**src/rtl/pin_entry_unit.sv**
```systemverilog
// Keypad PIN capture for the vehicle entry gate.
// Optional idle timeout when PIN_TIMEOUT_EN is defined.
module pin_entry_unit #(
  parameter logic [15:0] TIMEOUT_CICLOS = 16'd1000,
  parameter logic [15:0] CLAVE_REPOSO   = 16'hFFFF
) (
  input  logic        clock,
  input  logic        reset,
  input  logic        sensor_llegada_vehiculo,
  input  logic        tecla_valida,
  input  logic [3:0]  tecla_codigo,
  output logic [15:0] clave_ingresada,
  output logic        clave_lista,
  output logic [2:0]  digitos,
  output logic        error_tecla,
  output logic        timeout_entrada
);

  typedef enum logic [1:0] {
    INACTIVO,
    CAPTURA,
    LLENO,
    ENVIADO
  } estado_t;

  estado_t     estado;
  logic [15:0] buffer;

  logic es_digito;
  logic es_borrar;
  logic es_enter;
  logic es_invalida;
  logic aceptada;
  logic expira;

  assign es_digito   = tecla_valida && (tecla_codigo <= 4'h9);
  assign es_borrar   = tecla_valida && (tecla_codigo == 4'hA);
  assign es_enter    = tecla_valida && (tecla_codigo == 4'hB);
  assign es_invalida = tecla_valida && (tecla_codigo >= 4'hC);
  assign aceptada    = es_digito || es_borrar || es_enter;

`ifdef PIN_TIMEOUT_EN
  logic [15:0] ocioso;
  logic        corre;

  // Counts only idle cycles while a partial entry is held
  assign corre  = ((estado == CAPTURA) || (estado == LLENO))
               && (digitos != 3'd0) && !aceptada;
  assign expira = corre
               && (({1'b0, ocioso} + 17'd1) == {1'b0, TIMEOUT_CICLOS});

  always_ff @(posedge clock) begin
    if (!reset) begin
      ocioso          <= 16'd0;
      timeout_entrada <= 1'b0;
    end else begin
      timeout_entrada <= sensor_llegada_vehiculo && expira;
      if (!sensor_llegada_vehiculo || !corre || expira)
        ocioso <= 16'd0;
      else
        ocioso <= ocioso + 16'd1;
    end
  end
`else
  wire unused_timeout = ^TIMEOUT_CICLOS;
  assign expira          = 1'b0;
  assign timeout_entrada = 1'b0;
`endif

  always_ff @(posedge clock) begin
    if (!reset) begin
      estado          <= INACTIVO;
      buffer          <= 16'd0;
      digitos         <= 3'd0;
      clave_ingresada <= CLAVE_REPOSO;
      clave_lista     <= 1'b0;
      error_tecla     <= 1'b0;
    end else begin
      clave_lista <= 1'b0;
      error_tecla <= 1'b0;
      if (!sensor_llegada_vehiculo) begin
        estado          <= INACTIVO;
        buffer          <= 16'd0;
        digitos         <= 3'd0;
        clave_ingresada <= CLAVE_REPOSO;
      end else begin
        unique case (estado)
          INACTIVO: begin
            estado  <= CAPTURA;
            buffer  <= 16'd0;
            digitos <= 3'd0;
          end
          CAPTURA: begin
            unique case (1'b1)
              es_digito: begin
                buffer  <= {buffer[11:0], tecla_codigo};
                digitos <= digitos + 3'd1;
                if (digitos == 3'd3)
                  estado <= LLENO;
              end
              es_borrar: begin
                buffer  <= 16'd0;
                digitos <= 3'd0;
              end
              es_enter: begin
                error_tecla <= 1'b1;
                buffer      <= 16'd0;
                digitos     <= 3'd0;
              end
              es_invalida: error_tecla <= 1'b1;
              default: ;
            endcase
          end
          LLENO: begin
            unique case (1'b1)
              es_digito: error_tecla <= 1'b1;
              es_borrar: begin
                estado  <= CAPTURA;
                buffer  <= 16'd0;
                digitos <= 3'd0;
              end
              es_enter: begin
                clave_ingresada <= buffer;
                clave_lista     <= 1'b1;
                buffer          <= 16'd0;
                digitos         <= 3'd0;
                estado          <= ENVIADO;
              end
              es_invalida: error_tecla <= 1'b1;
              default: ;
            endcase
          end
          ENVIADO: begin
            unique case (1'b1)
              es_digito: begin
                estado          <= CAPTURA;
                buffer          <= {12'h000, tecla_codigo};
                digitos         <= 3'd1;
                clave_ingresada <= CLAVE_REPOSO;
              end
              es_borrar: begin
                estado          <= CAPTURA;
                buffer          <= 16'd0;
                digitos         <= 3'd0;
                clave_ingresada <= CLAVE_REPOSO;
              end
              es_invalida: error_tecla <= 1'b1;
              default: ;
            endcase
          end
          default: estado <= INACTIVO;
        endcase
        // Expiry never coincides with an accepted key
        if (expira) begin
          estado  <= CAPTURA;
          buffer  <= 16'd0;
          digitos <= 3'd0;
        end
      end
    end
  end

endmodule

```
**config.mk**
```make
export PLATFORM = sky130hd
export DESIGN_NAME = pin_entry_unit
export DESIGN_NICKNAME = d
export VERILOG_FILES = /design/src/rtl/pin_entry_unit.sv
export SDC_FILE = /design/constraint.sdc
export NUM_CORES = 1
export LEC_CHECK = 0
export CORE_MARGIN = 3
export CORE_UTILIZATION = 45
export CTS_BUF_LIST = sky130_fd_sc_hd__clkbuf_2 sky130_fd_sc_hd__clkbuf_4 sky130_fd_sc_hd__clkbuf_8
export DETAILED_ROUTE_END_ITERATION = 8
export PLACE_DENSITY = 0.69
export SYNTH_ARGS = -nofsm -noshare
export SYNTH_HDL_FRONTEND = slang
export SYNTH_SLANG_ARGS = --single-unit
```
**constraint.sdc**
```tcl
create_clock -name clock -period 2.6 [get_ports clock]
set_clock_uncertainty 0.2 [all_clocks]
set_input_delay 0.52 -clock clock [delete_from_list [all_inputs] [get_ports clock]]
set_output_delay 0.52 -clock clock [all_outputs]
set_load 0.005 [all_outputs]
```
# Word-level counts from Yosys, hierarchy flattened
# Index checks and enable logic that the tools add are counted.
[totals]
ff_bits = 39
in_bits = 8
word_cells = 59
[op_classes]
n_addsub = 1
magnitude_cmp = 2
eq_ne = 14
muxes = 21
n_reduce_logical = 15
[ops]
columns = ["operator", "count"]
rows = [
  ["$pmux W16 S2", 3],
  ["$pmux W16 S4", 1],
  ["$mux W16", 3],
  ["$pmux W3 S2", 2],
  ["$pmux W3 S4", 1],
  ["$ne A2 B2 Y1 const B", 5],
  ["$ne A3 B3 Y1 const B", 3],
  ["$reduce_and A3 Y1", 3],
  ["$eq A4 B4 Y1 const B", 2],
  ["$pmux W2 S4", 1],
  ["$reduce_or A2 Y1", 4],
  ["$mux W2", 3],
  ["$eq A2 B2 Y1 const B", 2],
  ["$ge A4 B4 Y1 const B", 1],
  ["$le A4 B4 Y1 const B", 1],
  ["$logic_and A1 B1 Y1", 4],
  ["$mux W1", 4],
  ["$pmux W2 S2", 1],
  ["$reduce_and A4 Y1", 1],
  ["$add A3 B1 Y3 const B", 1],
  ["$eq A3 B2 Y1 const B", 1],
  ["$mux W3", 1],
  ["$pmux W1 S3", 1],
  ["$eq A2 B1 Y1 const B", 1],
  ["other kinds (3)", 3],
]

# Longest topological paths before layout
# Gate-level depths: netlist (run 1).
[logic_depth]
ltp_word = 5
mapped_depth = 8

# Worst setup path before layout (run 1)
# Ideal clock, no wire load.
[synth_path]
path_type = "register to register"
start = "reg estado[0]"
end = "reg digitos[0]"
setup_time_ns = 0.072
arrival_ns = 1.773
t_required_ns = 2.328
path_slack_ns = 0.555
path_stages_with_launch = 9
n_path_buf = 2
synth_period_minus_slack_ns = 2.045
cell_sequence = "dfxtp_1 inv_1 ha_1 or3b_1 o211ai_2 and2_4 buf_8 buf_8 mux2i_1"
[synth_between]
elab_chain_len = 3
word_cells_on_any_way = 9
[synth_rtl]
columns = ["item", "line_no", "text"]
rows = [
  ["from (decl)", "26", "estado_t estado;"],
  ["from (signal assigned)", "72", "estado <= INACTIVO;"],
  ["from (signal assigned)", "82", "estado <= INACTIVO;"],
  ["from (signal assigned)", "89", "estado <= CAPTURA;"],
  ["$eq A2 B2 Y1 / $eq A2 B1 Y1 (equally long branches)", "87", "unique case (estado)"],
  ["$ne A3 B3 Y1 (no line) / $ne A2 B2 Y1 (equally long branches)", "-", ""],
  ["$reduce_and A3 Y1 (no line)", "-", ""],
  ["to (signal assigned)", "97", "digitos <= digitos + 3'd1;"],
  ["to (decl)", "14", "output logic [2:0] digitos,"],
]
# Parallel ways exist; a longest one is shown, timed or not.
# A chain may end at the register's enable or synchronous reset.

# Final worst setup path (run 1)
[layout_path]
start = "in tecla_valida"
end = "reg buffer[9]"
[layout_between]
elab_chain_len = 4
word_cells_on_any_way = 10
[layout_rtl]
columns = ["item", "line_no", "text"]
rows = [
  ["from (decl)", "10", "input logic tecla_valida,"],
  ["$logic_and A1 B1 Y1, on equally long branches", "37, 38", ""],
  ["$reduce_or A2 Y1 (no line)", "-", ""],
  ["$pmux W16 S2, or another cell as far along", "94", "unique case (1'b1)"],
  ["$pmux W16 S4 / $reduce_and A3 Y1 (equally long branches)", "-", ""],
  ["to (signal assigned)", "96", "buffer <= {buffer[11:0], tecla_codigo};"],
  ["to (signal assigned)", "137", "buffer <= {12'h000, tecla_codigo};"],
  ["to (decl)", "27", "logic [15:0] buffer;"],
]
# Parallel ways exist; a longest one is shown, timed or not.

==> reports/results.tsv, run 1 <==
metric	value	unit
period_share	0.845	
first_pass_iters	4	
crit_fanout	19	
endpoint_kind	flip-flop	
final.setup.tns	0	ps
drc	0	
cts_sinks	39	
cts_setup_buffers	0	
clk_latency	290	ps
rsz0062_at_grt	false	
die_height	70.1	um
syn_area_per_cell	8.97	um^2
ys_warn_count	0	
ctsResizeCount	0	
die_x	70.1	um
setup_viol	0	
switchingPower	0.000259	W
final_antenna_net_count	0	
finalNetCount	250	
hold_depth	2	
regArea	781	um^2
hold_buffers	0	
final_layout_size_suffix_gt1_frac	0.110	
mostFrequentLayoutCell	dfxtp_1	
powerDensity	486	nW/um^2
synth_seq_area_share	0.422	
ios	30	
cts-root-buf	clkbuf_8	
diodes	0	
instances_no_fill	284	
min_period	2200	ps
reg2reg_slack	410	ps
clk_pin_slew_worst_paths	70	ps
max_cap_viol_count	0	
grt.met3_usage	0.0432	
coreArea	3800	um^2
synth_edf_count	0	
peakVddDrop	0.293	mV
grt_pass1_vias	1339	
grt_first_pass_wirelength	6290	um
slew_violations	0	
row_count	22	
cts_buffer_depth	2	
power.share.clock	0.374	
use_met2	0.228	
antenna_found_initial	0	
hold_violations	0	
fin_total_pwr	0.00109	W
cp.required	2610	ps
die-area	4910	um^2
nFillCells	372	
sequentialPowerShare	0.552	
routedWlPerCell	13.1	um
grt.total_usage	0.159	
cp-start-kind	input pin	
critPathKind	input pin to flip-flop	
area_delta_synth_final	21.5	%
wl	3730	um
hold_class	flip-flop to flip-flop	
viasPerCell	5.29	
timing.fmax	0.455	GHz
cts_tree	yes	
sw_frac_of_total	0.238	
status	completed	
drt_iter0_drc	60	
synth_area	1850	um^2
grt-ovfl-total	0	
internal_power	0.000832	W
port_buffers	28	
hold_ws	264	ps
synthCells	206	
timing.final.ws_setup	402	ps
synth-main-ff-cell	dfxtp_1	
initial_utilization	0.486	
yosysUniqueCellTypes	40	
rr_worst_depth	6	
multi_input_area	957	um^2
dp.cells	276	
numCtsBuffers	5	
power.static_leakage	0.864	nW
place_congestion	0.817	
htree_levels	2	
use_met1	0.229	
grt_busiest_layer	met1	
crit_arrival	2210	ps
pre_cts_slack	99.2	ps
vias	1502	
async_flop_share	0	
layout_common_cells	dfxtp_1 (39), nand2_1 (37), clkdlybuf4s50_1 (28)	
power_frac_comb	0.074	
hpwl	2550	um
grt_max_degree	37	
synth_seq_cells	39	
syn-num-nets	221	
power by group through the flow:
| stage | clock (W) | sequential [W] | combinational (W) |
|---|---|---|---|
| after floorplan | 0 | 0.000616 | 0.0000558 |
| after global placement | 0 | 0.000616 | 0.0000815 |
| after detailed placement | 0 | 0.000616 | 0.0000810 |
| after CTS | 0.000421 | 0.000602 | 0.0000813 |
| after global routing | 0.000440 | 0.000603 | 0.0000878 |
| final | 0.000408 | 0.000602 | 0.0000811 |
path summary, 6_finish.rpt:
kind | from | to
max reg2reg | estado[0]$_SDFFE_PN0P_ | buffer[9]$_SDFFE_PN0P_
min | buffer[15]$_SDFFE_PN0P_ | buffer[15]$_SDFFE_PN0P_
max | tecla_valida | buffer[9]$_SDFFE_PN0P_
min reg2reg | buffer[15]$_SDFFE_PN0P_ | buffer[15]$_SDFFE_PN0P_
registers in the layout, indices dropped and copies added, names as in the netlist:
signal / flops
buffer: 16
clave_ingresada: 16
estado: 2
error_tecla: 1
digitos: 3
clave_lista: 1
synth_stat cells (2+ instances only):
master     count  area share
a211oi_1       2      0.0081
a21oi_1       16       0.043
and2_1         2      0.0068
buf_4          2      0.0081
buf_8          2       0.016
clkbuf_1       8       0.016
dfxtp_1       39        0.42
ha_1           7       0.047
inv_1          5       0.010
mux2i_1       17       0.092
nand2_1       37       0.075
nand2b_1       2      0.0068
nand3_1        3      0.0081
nand4b_1       2      0.0095
nor2_1        17       0.035
nor4_1        16       0.054
o2111ai_1      2      0.0095
o21a_1         2      0.0081
o21ai_0        3      0.0081
o21ai_1        2      0.0054
kinds of logic after synthesis:
family | synth area share
muxes | 0.0921
DFF | 0.422
buffers and inverters | 0.0596
and+or+nand+nor | 0.240
AOI/OAI and AO/OA | 0.137
other | 0.00203
adders and majority gates | 0.0474
metal layers:
layer  vias to the layer above  part of all wire
li1                        783                 -
met1                       681              0.49
met2                        32              0.44
met3                         6             0.054
met4                         0             0.013
met5                         -                 0
critical path: stages:
cell and delay, ps:
clkdlybuf4s50_1 580, or3b_1 380, o211ai_2 100, and2_4 390, mux2i_1 240
per-stage QoR:
stage | area, um^2 | util
global route | 2250 | 0.591
CTS | 2250 | 0.591
global placement | 2160 | 0.568
detailed placement | 2160 | 0.568
floorplan | 1850 | -
finish | 2250 | 0.591
layout make-up:
class | count | share of cell area
Clock buffer | 6 | 0.0340
Clock inverter | 2 | 0.00557
Inverter | 5 | 0.00836
Multi-Input combinational cell | 148 | 0.426
Sequential cell | 39 | 0.348
Tap cell | 48 | 0.0267
Timing Repair Buffer | 36 | 0.152
Note: power is estimated with default switching activity, not from simulation.
==> run 2: changes to the inputs <==
- clock period: 2.6 -> 2.2 ns (I/O delays scaled with it)
==> reports/results.tsv, run 2 (synthesis results as in run 1) <==
metric	value	unit
row_count	22	
cp.required	2210	ps
max_cap_viol_count	0	
initial_utilization	0.486	
diodes	0	
drt_iter0_drc	59	
finalNetCount	260	
area_delta_synth_final	29.0	%
power_frac_comb	0.082	
drc	0	
hpwl	2770	um
clk_pin_slew_worst_paths	80	ps
port_buffers	28	
max_stage_delay	600	ps
grt_pass1_vias	1521	
hold_class	flip-flop to flip-flop	
crit_fanout	14	
powerDensity	592	nW/um^2
antenna_found_initial	0	
numCtsBuffers	5	
cts_buffer_depth	2	
power.static_leakage	0.934	nW
place_congestion	0.812	
critPathKind	input pin to flip-flop	
crit_family	buffers and inverters	
design_area	2380	um^2
die-area	4910	um^2
crit_path_cell_trace	clkdlybuf4s50_1 > or3b_1 > o211ai_2 > and2_4 > buf_12 > mux2i_1	
hold_violations	0	
final.setup.tns	0	ps
sequentialPowerShare	0.504	
cts_tree	yes	
wl	3840	um
rsz0062_at_grt	false	
grt-ovfl-total	0	
cp_num_buf_inv	2	
fin_total_pwr	0.00141	W
place_area	2270	um^2
power.share.clock	0.414	
routedWlPerCell	13.1	um
die_x	70.1	um
slew_violations	0	
final_layout_size_suffix_gt1_frac	0.150	
nFillCells	357	
vias	1568	
crit_slowest_cell	clkdlybuf4s50_1	
final_antenna_net_count	0	
internal_power	0.00110	W
layout_common_cells	dfxtp_1 (39), nand2_1 (37), clkdlybuf4s50_1 (28)	
cp-start-kind	input pin	
coreArea	3800	um^2
reg_top3	buffer x16, clave_ingresada x16, digitos x3	
reg2reg_slack	180	ps
clk_latency	290	ps
grt_first_pass_wirelength	6830	um
viasPerCell	5.33	
peakVddDrop	0.510	mV
grt.total_usage	0.169	
finish.utilization	0.628	
die_height	70.1	um
cts-root-buf	clkbuf_8	
period_share	0.939	
crit_arrival	2070	ps
setup_viol	0	
status	completed	
mostFrequentLayoutCell	dfxtp_1	
htree_levels	2	
cts_sinks	39	
timing.fmax	0.484	GHz
switchingPower	0.000310	W
grt_max_degree	33	
sw_frac_of_total	0.220	
endpoint_kind	flip-flop	
ios	30	
first_pass_iters	4	
min_period	2070	ps
==> run 2: repair_timing <==
| action | 4_1_cts | 5_1_grt |
|---|---|---|
| setup buffers | 0 | 0 |
| hold buffers | 0 | 0 |
| setup endpoints to repair | 0 | 13 |
| gates resized for setup | 0 | 1 |
| endpoints found under the hold margin | 0 | 0 |
==> run 2: metrics by stage <==
stage	instances	setup slack [ps]	hold slack, ps
after floorplan	206	155	235
after global placement	286	-79.5	247
after detailed placement	286	-167	256
after CTS	294	84.6	270
after global routing	294	45.4	284
final	294	134	264
==> run 2: power groups by stage <==
stage                     registers (W)  clock network (W)  logic (W)
after floorplan                0.000728                  0  0.0000659
after global placement         0.000728                  0   0.000114
after detailed placement       0.000728                  0   0.000114
after CTS                      0.000712           0.000600   0.000115
after global routing           0.000712           0.000627   0.000125
final                          0.000712           0.000584   0.000115
==> run 2: routing by layer <==
layer  vias up  global-route usage  routed length, um
met3         2              0.0432                179
met4         0              0.0489                 17
met1       721               0.219               1810
met5         -                   0                  0
li1        804                   -                  -
met2        41               0.277               1840
==> run 2: layout make-up <==
type	instances	area [um^2]	share of cell area
Clock buffer	5	68.8	0.0289
Inverter	5	18.8	0.00787
Multi-Input combinational cell	148	960	0.402
Sequential cell	39	781	0.327
Tap cell	48	60.1	0.0252
Timing Repair Buffer	46	453	0.190
Clock inverter	3	43.8	0.0184
==> run 2: path summary, 6_finish.rpt <==
kind | start | to | cells past startpoint
worst max-delay path | tecla_valida | digitos[0]$_SDFFE_PN0P_ | 6
worst min-delay path | buffer[12]$_SDFFE_PN0P_ | buffer[12]$_SDFFE_PN0P_ | 2
worst max register to register | estado[0]$_SDFFE_PN0P_ | digitos[0]$_SDFFE_PN0P_ | 7
worst min register to register | buffer[12]$_SDFFE_PN0P_ | buffer[12]$_SDFFE_PN0P_ | 2
==> run 2: worst reg2reg max path: stages, from the launching register on <==
cell      delay (ps)
dfxtp_1          390
inv_1             90
ha_2             240
or3b_1           390
o211ai_2         100
and2_4           190
buf_12           150
mux2i_1          200
